==> src/rtl/device_table.sv <==
// device_table: read-mostly table describing every slave on the PI1 bus,
// plus three software-written reset/power-control bits.
// Word 2k holds (ID << 1) | useintr for entry k.
// Word 2k+1 holds entry k's region size in bytes.
// Words past the table read as zero.
module device_table #(
  parameter  int ARCHBITSZ = 32,
  parameter  int DEVMAPCNT = 2,
  localparam int CLOG2BYTES = $clog2(ARCHBITSZ/8),
  localparam int ADDRBITSZ  = ARCHBITSZ - CLOG2BYTES
) (
  input  logic                           clk_i,
  input  logic                           rst_i,
  input  logic [1:0]                     pi1_op_i,
  input  logic [ADDRBITSZ-1:0]           pi1_addr_i,
  input  logic [ARCHBITSZ-1:0]           pi1_data_i,
  output logic [ARCHBITSZ-1:0]           pi1_data_o,
  input  logic [ARCHBITSZ/8-1:0]         pi1_sel_i,
  output logic                           pi1_rdy_o,
  output logic [ADDRBITSZ-1:0]           pi1_mapsz_o,
  output logic                           rst0_o,
  output logic                           rst1_o,
  output logic                           rst2_o,
  input  logic [ARCHBITSZ*DEVMAPCNT-1:0] devtbl_id_flat_i,
  input  logic [ADDRBITSZ*DEVMAPCNT-1:0] devtbl_mapsz_flat_i,
  input  logic [DEVMAPCNT-1:0]           devtbl_useintr_flat_i
);

  // Bus opcode bits: bit 0 requests a write, bit 1 requests a read.
  // Opcode 3 (swap) sets both bits.
  logic                 op_wr;
  logic                 op_rd;
  logic                 ctl_hit;
  logic [ARCHBITSZ-1:0] rd_word;

  assign op_wr   = pi1_op_i[0];
  assign op_rd   = pi1_op_i[1];
  assign ctl_hit = op_wr && (pi1_addr_i == '0) && pi1_sel_i[0];

  // The region is 4 KiB, expressed in words.
  // Every op completes in the cycle it is presented.
  assign pi1_mapsz_o = ADDRBITSZ'('h1000 / (ARCHBITSZ/8));
  assign pi1_rdy_o   = 1'b1;

  // Table word lookup, taken straight from the live table inputs.
  always_comb begin
    rd_word = '0;
    for (int k = 0; k < DEVMAPCNT; k++) begin
      if (pi1_addr_i == ADDRBITSZ'(2*k)) begin
        rd_word = {devtbl_id_flat_i[k*ARCHBITSZ +: ARCHBITSZ-1],
                   devtbl_useintr_flat_i[k]};
      end else if (pi1_addr_i == ADDRBITSZ'(2*k+1)) begin
        rd_word = ARCHBITSZ'(devtbl_mapsz_flat_i[k*ADDRBITSZ +: ADDRBITSZ]) << CLOG2BYTES;
      end
    end
  end

  // Registered read data and control bits.
  // On a swap, the read captures the table word and not the control bits.
  always_ff @(posedge clk_i) begin
    if (!rst_i) begin
      pi1_data_o <= '0;
      rst0_o     <= 1'b0;
      rst1_o     <= 1'b0;
      rst2_o     <= 1'b0;
    end else begin
      if (op_rd) begin
        pi1_data_o <= rd_word;
      end
      if (ctl_hit) begin
        rst0_o <= pi1_data_i[0];
        rst1_o <= pi1_data_i[1];
        rst2_o <= pi1_data_i[2];
      end
    end
  end

endmodule

==> config.mk <==
export PLATFORM = sky130hd
export DESIGN_NAME = device_table
export DESIGN_NICKNAME = d
export VERILOG_FILES = /design/src/rtl/device_table.sv
export SDC_FILE = /design/constraint.sdc
export NUM_CORES = 1
export LEC_CHECK = 0
export ABC_AREA = 1
export BUFFER_PORTS_ARGS = -buffer_cell sky130_fd_sc_hd__buf_2
export CAP_MARGIN = 20
export CORE_AREA = 2 2 102 104
export DETAILED_ROUTE_END_ITERATION = 6
export DIE_AREA = 0 0 104 106
export PLACE_DENSITY_LB_ADDON = 0.25
export SLEW_MARGIN = 0
export SYNTH_ARGS = -nofsm -noshare
export SYNTH_HDL_FRONTEND = slang
export SYNTH_SLANG_ARGS = --single-unit
==> constraint.sdc <==
create_clock -name clk_i -period 1.5 [get_ports clk_i]
set_input_delay 0.3 -clock clk_i [delete_from_list [all_inputs] [get_ports clk_i]]
set_output_delay 0.3 -clock clk_i [all_outputs]
set_load 0.1 [all_outputs]
==> run metrics <==
synthesis-stage register bit count 35; setup repair after global routing missed its margin no; detailed-route DRC error count 0; TritonCTS clock tree built; met1 Track Usage GR 17.7%; root cell of the clock tree sky130_fd_sc_hd__clkbuf_8; Worst path max stage delay 430 ps; hold worst-path end rst0_o; count of final setup violators 0; worst setup skew after layout 0 ps; final worst setup slack 141 ps; P_sw 828 uW; met2 layer usage reported by global route 29.3%; count of clock tree sinks 35; switching power share of the total 36.7%; crit start category flop; achievable clock frequency 0.736 GHz; # Post-CTS Setup Buffers 0; number of global-route vias before repair 3225; post-layout min period 1360 ps; class of the tightest hold or removal check primary input to flop; start point of the worst hold path pi1_data_i[0]; number of enable flip-flop cells after synthesis 0; worst path bufs/invs 1; final sum of negative setup slack 0 ps; initial antenna violation count 0; width of the chip approximately 100 um; biggest area consumer among synthesized cells sky130_fd_sc_hd__dfxtp_1; initial core utilization 27.7%; placeable core area 10000 sq um; most used routing layer in global routing met2; kind of critical path flop to output pin; asr flop ratio synth 0%; reg2reg path depth 2; max-slew violation count 0; maximum resistive drop on vdd 0.000336 V; number of placement rows 37; proportion of power drawn by flip-flops and latches 41.3%; Initial DRC Count 160; max capacitance violation total 0; Clock transition at path regs 80 ps; Final Wtd Congestion 0.868; area of the multi-input gates around 1600 sq um; Total Routing Usage GR between 10% and 20%; synth top area cells sky130_fd_sc_hd__dfxtp_1 (25%), sky130_fd_sc_hd__nand3_1 (22%), sky130_fd_sc_hd__nand2_1 (9.8%), sky130_fd_sc_hd__buf_4 (8.7%), sky130_fd_sc_hd__nand4_1 (6.8%); top cells by count, synth sky130_fd_sc_hd__nand3_1 (121), sky130_fd_sc_hd__nand2_1 (72), sky130_fd_sc_hd__dfxtp_1 (35), sky130_fd_sc_hd__buf_4 (32), sky130_fd_sc_hd__a21oi_1 (31); Post-Syn Instances 424; boundary pin count 262; cell family with most CP delay buffers and inverters; mapped cell area 2770 sq um; number of detailed-routing iterations run before antenna repair 4; count of warnings emitted by yosys 0; global-route congestion overflow total 0; Max Buffers Root-to-Sink 2; final cycle utilization of the critical path 90.6%; FF+latch area 701 sq um; clock share of power 29.3%; sequence of cells on the critical path buf_2; die outline area 11000 sq um; Max FO, Critical Path 2; proportion of layout cells with a drive suffix above 1 40.3%; level count of the clock H-tree 2; Critical Path End Type output pin; post-placement worst setup slack -142 ps; Arrival @ worst endpoint between 1000 and 1500 ps; area fraction of the dominant cell type after synthesis 25.3%; Die Y 106 um; global-route wire length before repair 14600 um; antenna diode instance count 0; Internal Power 1.43 mW; growth of design area from synthesis to finish 40.7%; slowest stage cell, crit path sky130_fd_sc_hd__buf_2; DRT antenna net count 0; maximum number of pins on one net before global-route repair 53; register-to-register setup slack around 860 ps; share of the yosys chip area belonging to registers about 25%; endpoint of the lowest-slack register-to-register path rst0_o; total number of nets in the final design 805; share of total power in combinational logic a little under 30%; required time of the worst setup path approximately 1200 ps; WL/cell 12.2 um; met3 Usage GRT 4.48%; post-detail-place hpwl 7230 um; power density over cell area 580 nW/um^2; count of cells along the worst hold path 3; leakage power between 1.5 and 2 nW; number of vias after detailed routing around 3400; cell with the most instances after synthesis sky130_fd_sc_hd__nand3_1; total of fill cells in the finished design 1106; Post-synth top flop sky130_fd_sc_hd__dfxtp_1; Buffers on Ports 196; mean post-synth cell area 6.52 sq um; worst-skew pair later-pin latency 280 ps; number of distinct library cell variants in the gate-level netlist after synthesis 25; number of hold violations in the final report 0; routed via count divided by cell count 4.60; run status finished, final reports clean; TritonCTS buffer count 5; Total Wirelength a little over 9000 um; launching point of the worst reg2reg path rst0_o
==> registers in the layout, indices dropped and copies added (netlist names) <==
signal / cells
rst2_o: 1
rst1_o: 1
rst0_o: 1
pi1_data_o: 32
==> worst max path at each step <==
stage                   startpoint        endpoint  slack [ps]  depth (start not counted)
finish              pi1_data_o[22]  pi1_data_o[22]         140                          1
global route        pi1_addr_i[17]          rst2_o           6                          9
CTS                 pi1_data_o[22]  pi1_data_o[22]         120                          1
detailed placement  pi1_addr_i[18]          rst0_o        -140                         11
global placement    pi1_addr_i[18]          rst2_o        -140                         11
floorplan           pi1_addr_i[18]   pi1_data_o[3]         170                         11
==> repair_timing <==
action                                  4_1_cts  5_1_grt
hold buffers                                  0        0
gates resized for setup                       0        0
endpoints found under the setup margin        0        1
==> through the flow <==
| step | area [sq um] | hold slack, ps | total power, mW | instances | utilization (%) |
|---|---|---|---|---|---|
| 2_1_floorplan | 2870 | 427 | 1.44 | 453 | - |
| 3_3_place_gp | 3800 | 449 | 1.61 | 738 | 38.1 |
| 3_5_place_dp | 3800 | 453 | 1.62 | 738 | 38.1 |
| 4_1_cts | 3890 | 221 | 2.31 | 746 | 38.9 |
| 5_1_grt | 3890 | 228 | 2.39 | 746 | 38.9 |
| 6_report | 3890 | 240 | 2.26 | 746 | 38.9 |
==> cells by family after synthesis <==
kind of cell | Yosys count | synth area share, %
AOI/OAI and AO/OA | 38 | 7.33
buffers and inverters | 92 | 19.8
DFF | 35 | 25.3
other | 2 | 0.272
and+or+nand+nor | 257 | 47.2
==> per-layer routing <==
layer,part of all wire [%],up-vias
met2,50,131
li1,-,1750
met5,0,-
met1,41,1542
met3,7.1,12
met4,1.6,0
==> layout make-up <==
type	count	share of cell area, %
repair buffers	215	31.1
inverters	26	2.51
clock inverters	2	0.322
flip-flops and latches	35	18.0
well taps	136	4.37
multi-input cells	326	41.8
clock buffers	6	1.87
==> worst register-to-register path, stage by stage, from the launching register on <==
cell                      delay, ps
sky130_fd_sc_hd__dfxtp_1        310
sky130_fd_sc_hd__o21ai_0        170
sky130_fd_sc_hd__a21oi_1         50
==> placed cells by master (no fill, tap or decap), types with 4 or more instances in the layout <==
cell type / n
sky130_fd_sc_hd__buf_2: 196
sky130_fd_sc_hd__nand3_1: 121
sky130_fd_sc_hd__nand2_1: 72
sky130_fd_sc_hd__dfxtp_1: 35
sky130_fd_sc_hd__a21oi_1: 31
sky130_fd_sc_hd__conb_1: 31
sky130_fd_sc_hd__nand4_1: 30
sky130_fd_sc_hd__inv_1: 23
sky130_fd_sc_hd__nor2_1: 13
sky130_fd_sc_hd__buf_4: 12
sky130_fd_sc_hd__nand3_2: 7
sky130_fd_sc_hd__buf_12: 7
sky130_fd_sc_hd__clkbuf_8: 5
sky130_fd_sc_hd__nand2_2: 4
==> power groups by stage <==
stage / Clock [mW] / Sequential, mW / Combinational, mW
global route: 0.756 / 0.932 / 0.704
CTS: 0.714 / 0.932 / 0.665
finish: 0.661 / 0.932 / 0.664
floorplan: 0 / 0.972 / 0.470
detailed placement: 0 / 0.954 / 0.664
global placement: 0 / 0.954 / 0.659
(Power assumes the default switching activity.)
